## config.mk

```make
export PLATFORM = sky130hd
export DESIGN_NAME = adder_flit_injector
export DESIGN_NICKNAME = d
export VERILOG_FILES = /design/src/rtl/adder_char_pkg.sv /design/src/rtl/johnson_stride_gen.sv /design/src/rtl/adder_flit_injector.sv
export SDC_FILE = /design/constraint.sdc
export NUM_CORES = 1
export LEC_CHECK = 0
export ABC_AREA = 1
export BUFFER_PORTS_ARGS = -buffer_cell sky130_fd_sc_hd__clkbuf_2
export CAP_MARGIN = 0
export CORE_MARGIN = 8
export CORE_UTILIZATION = 53
export CTS_BUF_LIST = sky130_fd_sc_hd__clkbuf_4
export DETAILED_ROUTE_END_ITERATION = 8
export GPL_ROUTABILITY_DRIVEN = 0
export PLACE_DENSITY = 0.78
export SYNTH_ARGS = -nofsm -noshare
export SYNTH_HDL_FRONTEND = slang
export SYNTH_SLANG_ARGS = --single-unit
export TNS_END_PERCENT = 50
```

## constraint.sdc

```tcl
create_clock -name clk -period 2.6 [get_ports clk]
set_input_delay 0.39 -clock clk [delete_from_list [all_inputs] [get_ports clk]]
set_output_delay 0.39 -clock clk [all_outputs]
set_load 0.03 [all_outputs]
```

## src/rtl/adder_char_pkg.sv

```systemverilog
// adder_char_pkg
//   Shared definitions for the adder energy-characterization traffic source:
//   default sizing constants, the injector FSM state type and the strided
//   Johnson (twisted-ring) step function used to generate operand patterns.
package adder_char_pkg;

    localparam int unsigned N_DEF       = 25;
    localparam int unsigned PAYLOAD_DEF = 20;
    localparam int unsigned GAP_DEF     = 7;
    localparam int unsigned NUM_PKT_DEF = 10;
    localparam int unsigned STRIDE_DEF  = 23;

    // Widest pattern word the step function handles (operand width up to 32).
    localparam int unsigned STEP_MAX_W  = 64;

    typedef enum logic [1:0] {
        ST_IDLE,
        ST_SEND,
        ST_GAP,
        ST_DONE
    } inj_state_e;

    // step(x) = {x[w-stride-1:0], ~x[w-1:w-stride]} on the low w bits.
    // Every call flips exactly 'stride' bits of the w-bit word. Bits at and
    // above w are returned as zero.
    function automatic logic [STEP_MAX_W-1:0] johnson_step(
        input logic [STEP_MAX_W-1:0] x,
        input int unsigned           w,
        input int unsigned           stride
    );
        logic [STEP_MAX_W-1:0] r;
        r = '0;
        for (int unsigned i = 0; i < STEP_MAX_W; i++) begin
            if (i < stride) begin
                r[i] = ~x[w - stride + i];
            end else if (i < w) begin
                r[i] = x[i - stride];
            end
        end
        return r;
    endfunction

endpackage

```

## src/rtl/johnson_stride_gen.sv

```systemverilog
// johnson_stride_gen
//   Pattern register for the flit injector. Holds a W-bit word that either
//   holds, reloads to step(0), or advances by one strided Johnson step.
// Ports:
//   clk              clock
//   rst              asynchronous active-high reset (pattern -> 0)
//   load_zero_step_i load step(0) (takes priority over advance_i)
//   advance_i        replace pattern with step(pattern)
//   pattern_o        current pattern word
module johnson_stride_gen
    import adder_char_pkg::*;
#(
    parameter int unsigned W      = 2 * N_DEF,
    parameter int unsigned STRIDE = STRIDE_DEF
) (
    input  logic         clk,
    input  logic         rst,
    input  logic         load_zero_step_i,
    input  logic         advance_i,
    output logic [W-1:0] pattern_o
);

    logic [W-1:0]          pattern_q;
    logic [W-1:0]          pattern_d;
    logic [STEP_MAX_W-1:0] step_in;

    always_comb begin
        step_in   = load_zero_step_i ? '0 : STEP_MAX_W'(pattern_q);
        pattern_d = pattern_q;
        if (load_zero_step_i || advance_i) begin
            pattern_d = W'(johnson_step(step_in, W, STRIDE));
        end
    end

    always_ff @(posedge clk or posedge rst) begin
        if (rst) begin
            pattern_q <= '0;
        end else begin
            pattern_q <= pattern_d;
        end
    end

    assign pattern_o = pattern_q;

endmodule

```

## src/rtl/adder_flit_injector.sv

```systemverilog
// adder_flit_injector
//   Packet/flit traffic source feeding the two operand buses of the
//   characterization adder. A run emits NUM_PKT packets of PAYLOAD flits with
//   GAP idle cycles between packets; each new flit inside a packet toggles
//   exactly STRIDE of the 2N operand bits, and every packet restarts at step(0).
// Ports:
//   clk, rst   clock, asynchronous active-high reset
//   start      run request, only honoured in IDLE
//   out_ready  downstream accepts the current flit
//   valid_out  input1/input2 carry a valid flit
//   input1     pattern[N-1:0]
//   input2     pattern[2N-1:N]
//   flit_cnt   flits transferred in the current packet
//   pkt_cnt    packets completed in this run
//   busy       high while sending or in a gap
//   done       one-cycle pulse at the end of a run
module adder_flit_injector
    import adder_char_pkg::*;
#(
    parameter int unsigned N       = N_DEF,
    parameter int unsigned PAYLOAD = PAYLOAD_DEF,
    parameter int unsigned GAP     = GAP_DEF,
    parameter int unsigned NUM_PKT = NUM_PKT_DEF,
    parameter int unsigned STRIDE  = STRIDE_DEF
) (
    input  logic                               clk,
    input  logic                               rst,
    input  logic                               start,
    input  logic                               out_ready,
    output logic                               valid_out,
    output logic [N-1:0]                       input1,
    output logic [N-1:0]                       input2,
    output logic [$clog2(PAYLOAD+1)-1:0]       flit_cnt,
    output logic [$clog2(NUM_PKT+1)-1:0]       pkt_cnt,
    output logic                               busy,
    output logic                               done
);

    localparam int unsigned W  = 2 * N;
    localparam int unsigned FW = $clog2(PAYLOAD + 1);
    localparam int unsigned PW = $clog2(NUM_PKT + 1);
    localparam int unsigned GW = (GAP > 1) ? $clog2(GAP) : 1;

    localparam logic [FW-1:0] LAST_FLIT = FW'(PAYLOAD - 1);
    localparam logic [PW-1:0] LAST_PKT  = PW'(NUM_PKT - 1);
    localparam logic [GW-1:0] LAST_GAP  = GW'((GAP > 0) ? GAP - 1 : 0);

    inj_state_e    state_q, state_d;
    logic [FW-1:0] flit_q, flit_d;
    logic [PW-1:0] pkt_q, pkt_d;
    logic [GW-1:0] gap_q, gap_d;
    logic          valid_q, valid_d;
    logic          busy_q, busy_d;
    logic          done_q, done_d;
    logic          load_zero_step;
    logic          advance;
    logic [W-1:0]  pattern;

    johnson_stride_gen #(
        .W      (W),
        .STRIDE (STRIDE)
    ) u_gen (
        .clk              (clk),
        .rst              (rst),
        .load_zero_step_i (load_zero_step),
        .advance_i        (advance),
        .pattern_o        (pattern)
    );

    always_comb begin
        state_d        = state_q;
        flit_d         = flit_q;
        pkt_d          = pkt_q;
        gap_d          = gap_q;
        load_zero_step = 1'b0;
        advance        = 1'b0;

        unique case (state_q)
            ST_IDLE: begin
                if (start) begin
                    load_zero_step = 1'b1;
                    flit_d         = '0;
                    pkt_d          = '0;
                    state_d        = ST_SEND;
                end
            end
            ST_SEND: begin
                if (out_ready) begin
                    if (flit_q == LAST_FLIT) begin
                        // Last flit leaves the pattern untouched so the gap
                        // (and the idle time after a run) has no toggling.
                        flit_d = '0;
                        pkt_d  = pkt_q + PW'(1);
                        if (pkt_q == LAST_PKT) begin
                            state_d = ST_DONE;
                        end else if (GAP == 0) begin
                            load_zero_step = 1'b1;
                        end else begin
                            gap_d   = '0;
                            state_d = ST_GAP;
                        end
                    end else begin
                        flit_d  = flit_q + FW'(1);
                        advance = 1'b1;
                    end
                end
            end
            ST_GAP: begin
                if (gap_q == LAST_GAP) begin
                    load_zero_step = 1'b1;
                    state_d        = ST_SEND;
                end else begin
                    gap_d = gap_q + GW'(1);
                end
            end
            ST_DONE: begin
                state_d = ST_IDLE;
            end
            default: begin
                state_d = ST_IDLE;
            end
        endcase

        // Status outputs are registered from the next state so that none of
        // them has a combinational path from out_ready.
        valid_d = (state_d == ST_SEND);
        busy_d  = (state_d == ST_SEND) || (state_d == ST_GAP);
        done_d  = (state_d == ST_DONE);
    end

    always_ff @(posedge clk or posedge rst) begin
        if (rst) begin
            state_q <= ST_IDLE;
            flit_q  <= '0;
            pkt_q   <= '0;
            gap_q   <= '0;
            valid_q <= 1'b0;
            busy_q  <= 1'b0;
            done_q  <= 1'b0;
        end else begin
            state_q <= state_d;
            flit_q  <= flit_d;
            pkt_q   <= pkt_d;
            gap_q   <= gap_d;
            valid_q <= valid_d;
            busy_q  <= busy_d;
            done_q  <= done_d;
        end
    end

    assign valid_out = valid_q;
    assign input1    = pattern[N-1:0];
    assign input2    = pattern[W-1:N];
    assign flit_cnt  = flit_q;
    assign pkt_cnt   = pkt_q;
    assign busy      = busy_q;
    assign done      = done_q;

endmodule

```

Word level (Yosys, flattened, before mapping)
Index checks and enable logic that the tools add are counted.
Cells by class
  $add $sub $neg: 3
  equal/unequal tests: 14
  mux-type cells: 26
  bitwise operators: 23
  reduce and logical (&&, ||, !) cells: 8
Operators by type and width (number)
  2-to-1 mux 50 bit: 1
  inverter 1 bit: 23
  2-to-1 mux 5 bit: 3
  2-to-1 mux 3 bit: 4
  2-to-1 mux 4 bit: 3
  != test 2 bit (second input constant): 5
  case mux 5 bit (2 select lines): 1
  == test 2 bit (second input constant): 4
  2-to-1 mux 2 bit: 4
  case mux 2 bit (4 select lines): 1
  case mux 4 bit (2 select lines): 1
  2-to-1 mux 1 bit: 6
  case mux 3 bit (2 select lines): 1
  adder 5 x 1 -> 5 bit (second input constant): 1
  == test 5 bit (second input constant): 1
  AND reduction 5 bit: 1
  adder 4 x 1 -> 4 bit (second input constant): 1
  == test 2 x 1 -> 1 bit (second input constant): 2
  == test 4 bit (second input constant): 1
  AND reduction 4 bit: 1
  nonzero test 2 bit: 2
  adder 3 x 1 -> 3 bit (second input constant): 1
  == test 3 bit (second input constant): 1
  AND reduction 3 bit: 1
  3 further kinds: 4
Storage, ports and cells
  register bits after elaboration: 67
  input bits: 4
  output and inout bits: 62
  logic and storage cells: 82

Longest topological paths before layout
  word-level depth: 7
  mapped depth: 10

Modules after synthesis
A second synthesis with hierarchy kept.
Second synthesis, totals
  cells, all modules: 327
  area, all modules: 2967.8 sq um
By module, submodules not included
  johnson_stride_gen: times used 1, cells an instance 221, area an instance 2030.7 sq um, seq. area each 1251.2 sq um
  adder_flit_injector: times used 1, cells an instance 106, area an instance 937.1 sq um, seq. area each 425.4 sq um

Worst setup path before layout
Ideal clock, no wire load.
  path kind: register -> register
  from: register flit_q[0] (netlist: flit_cnt[0])
  to: register u_gen.pattern_q[0] (netlist: u_gen.pattern_o[0])
  library setup time: 118 ps
  arrival time: 1577 ps
  slack: 905 ps
  stages on the path, launching flop included: 11
  cells stage by stage: dfrtp_1 > ha_1 > nand2_1 > nor2_4 > inv_4 > nand2_4 > nand2_4 > buf_6 > buf_8 > nor2_2 > nor2_2
Between the ends
  cells in the longest elaborated chain, start to end: 5
RTL lines
  start: declaration: line adder_flit_injector.sv:49  | logic [FW-1:0] flit_q, flit_d;
  start signal: assignment: line adder_flit_injector.sv:142  | flit_q <= flit_d;
  == test 5 bit: line adder_flit_injector.sv:89  | if (flit_q == LAST_FLIT) begin
  2-to-1 mux 1 bit: line adder_flit_injector.sv:89
  2-to-1 mux 1 bit: line adder_flit_injector.sv:88  | if (out_ready) begin
  2-to-1 mux 1 bit: line adder_flit_injector.sv:78  | unique case (state_q)
  logical OR 1 bit: line johnson_stride_gen.sv:30  | if (load_zero_step_i || advance_i) begin
  end signal: assignment: line johnson_stride_gen.sv:39  | pattern_q <= pattern_d;
  end: declaration: line johnson_stride_gen.sv:23  | logic [W-1:0] pattern_q;
Every way passes these cells.
A chain may end at the register's enable or synchronous reset.

Worst setup path after layout
  from: register flit_q[0] (netlist: flit_cnt[0])
  to: register u_gen.pattern_q[41] (netlist: u_gen.pattern_o[41])
The elaborated chain is that of the path after synthesis.

==> metrics <==
post-detailed-route count of antenna-violating nets 0; filler-free cell count of the finished design 473; register area share after synthesis 56.1%; number of synthesized register bits 67; number of buffers added to fix hold violations after cts 0; Final Setup Violations 0; Final nets 406; clk_lat worst skew 420 ps; post-route fraction of the period consumed by the critical path 82.1%; Initial DRT Pass Iterations 4; area leader, netlist sky130_fd_sc_hd__dfrtp_1; Final HPWL DP 4.54 mm; CP Capture Type flop; static power due to leakage 1.78 nW; unrepaired setup endpoints after global routing no; initial core utilization 54.6%; Cells after Synth 329; root buffer cell sky130_fd_sc_hd__clkbuf_4; number of remaining DRC errors 0; highest clock frequency the design can meet 468 MHz; most frequent standard cell in the layout excluding fill and tap cells sky130_fd_sc_hd__dfrtp_1; total CTS buffers 9; Hold Worst Slack 10.8 ps; starting DRC count in detailed routing 165; Chip Height 91.1 µm; cell total after placement 457; run status complete, no violations; routed wire length per instance 13.6 µm; via count normalized by instance count 5.00; clock net sink count 67; number of post-CTS setup repair buffers 0; synth unique cells 28; # resized after CTS 0; portion of synthesized cell area occupied by the leading cell type 56.1%; maxcap violations 0; class of the tightest hold or removal check in2async; Synthesized Nets 339; share of cells above drive strength 1 31.2%; Area contributors post-synth sky130_fd_sc_hd__dfrtp_1, sky130_fd_sc_hd__nor2_2, sky130_fd_sc_hd__nor2_1; H-Tree Depth 3; Pwr per Cell Area 1400 mW/mm²; final hold violation count 0; share of the core filled with cells 63.4%; post-route minimum period 2140 ps; DIE WIDTH 91.1 µm; io pins 66; combined global-route utilization of all metal layers 16.4%; clock slew seen by the registers of the worst setup and hold paths 120 ps; first-pass GRT wire length 11.2 mm; input/output buffers 65; maximum number of pins on one net before global-route repair 49; max-slew violation count 0; leading cell types in the layout, fill and taps excluded sky130_fd_sc_hd__dfrtp_1, sky130_fd_sc_hd__clkbuf_2, sky130_fd_sc_hd__nor2_1, sky130_fd_sc_hd__inv_1, sky130_fd_sc_hd__nand3_1; classification of the worst setup path reg2reg; vias in the first global route 2305; ant diodes 0; slew at the pin closest to its max-slew limit 595 ps; number of antenna violations at the first check in global routing 0; kind of start point of the critical path flop; clock tree from TritonCTS built; post-route clock skew 17.7 ps; CTS max path bufs 2; Routed Wire Length 6.43 mm; number of warnings printed during yosys synthesis 0; Remaining Overflow, GRT 0; Synth-to-Final Area Change 16.1%; Max VDD drop 0.000730 V; Relative slew margins 60.3%; Filler Cell Count 506; final setup TNS 0 ps; Mapped Avg Cell Area 9.09 µm²; Worst Path Required 2890 ps; Core Footprint 0.00547 mm²; netlist area before placement 0.00299 mm²; via count of the routed design 2364; total number of placement rows 27; crit-path max FO 48; data arrival time of the critical path 2430 ps; die area 0.00830 mm²
## per-layer routing
layer / vias to the layer above / global-route usage [%] / wire, µm
met2: 74 / 21.6 / 2780
met3: 14 / 6.17 / 482
met1: 1102 / 22.7 / 3020
met5: - / 0 / 0
met4: 0 / 8.87 / 146
li1: 1174 / - / -
## metrics by stage
stage | cell area (µm²) | setup slack [ps] | power, W
3_5_place_dp | 3350 | 458 | 0.00431
5_1_grt | 3470 | 271 | 0.00523
2_1_floorplan | 2990 | 527 | 0.00361
6_report | 3470 | 464 | 0.00485
3_3_place_gp | 3350 | 542 | 0.00426
4_1_cts | 3470 | 462 | 0.00491
## worst paths after layout
kind / from / to / slack, ps / cells after the start
min in group clk: out_ready / pkt_cnt[1] / 240 / 3
worst max-delay path: flit_cnt[0] / u_gen.pattern_o[41] / 460 / 7
worst max register to register: flit_cnt[0] / u_gen.pattern_o[41] / 460 / 7
worst min register to register: gap_q[0] / gap_q[0] / 540 / 2
max in group asynchronous: rst / u_gen.pattern_o[29] / 1880 / 3
worst min-delay path: rst / u_gen.pattern_o[10] / 10 / 2
## registers in the layout, indices dropped and copies added (netlist names)
| register | flops |
|---|---|
| u_gen.pattern_o | 50 |
| flit_cnt | 5 |
| pkt_cnt | 4 |
| gap_q | 3 |
| state_q | 2 |
| busy | 1 |
| done | 1 |
| valid_out | 1 |
## synthesized netlist by cell type, drive strengths merged
cell	count
inv	45
nand2	36
xor2	2
nand3b	1
a21oi	5
o21a	1
o21ai	29
buf	8
nor2	81
a31oi	1
nor3	3
dfrtp	67
nand3	33
ha	6
o22ai	3
o21bai	1
clkbuf	5
o211ai	1
nand4	1
## power breakdown
group / switching, W / internal (W)
combinational: 0.00175 / 0.000668
clock: 0.000379 / 0.000207
sequential: 0.000362 / 0.00149
## layout make-up
class / count / area [µm²] / share of cell area (%)
multi-input combinational: 204 / 1060 / 30.6
tap: 72 / 90.1 / 2.59
clock buffer: 10 / 75.1 / 2.16
timing repair buffer: 69 / 355 / 10.2
inverter: 45 / 171 / 4.94
sequential: 67 / 1680 / 48.3
clock inverter: 6 / 42.5 / 1.23
## logic make-up (layout without fill, tap and decap cells)
family	count (synthesis)	count (layout)	share of synthesized area (%)
adders and majority gates	6	6	2.51
buffers and inverters	58	130	8.45
AOI/OAI and AO/OA	41	41	7.28
DFF	67	67	56.1
xor gates and xnor gates	2	2	0.586
and+or+nand+nor	155	155	25.1
## critical path: stages, from the launching register on
cell	delay (ps)
sky130_fd_sc_hd__dfrtp_1	430
sky130_fd_sc_hd__ha_1	240
sky130_fd_sc_hd__nand2_1	100
sky130_fd_sc_hd__nor2_4	60
sky130_fd_sc_hd__inv_4	220
sky130_fd_sc_hd__nand2_4	270
sky130_fd_sc_hd__nand2_4	500
sky130_fd_sc_hd__o21ai_0	170
Power figures use the tool's default switching activity.
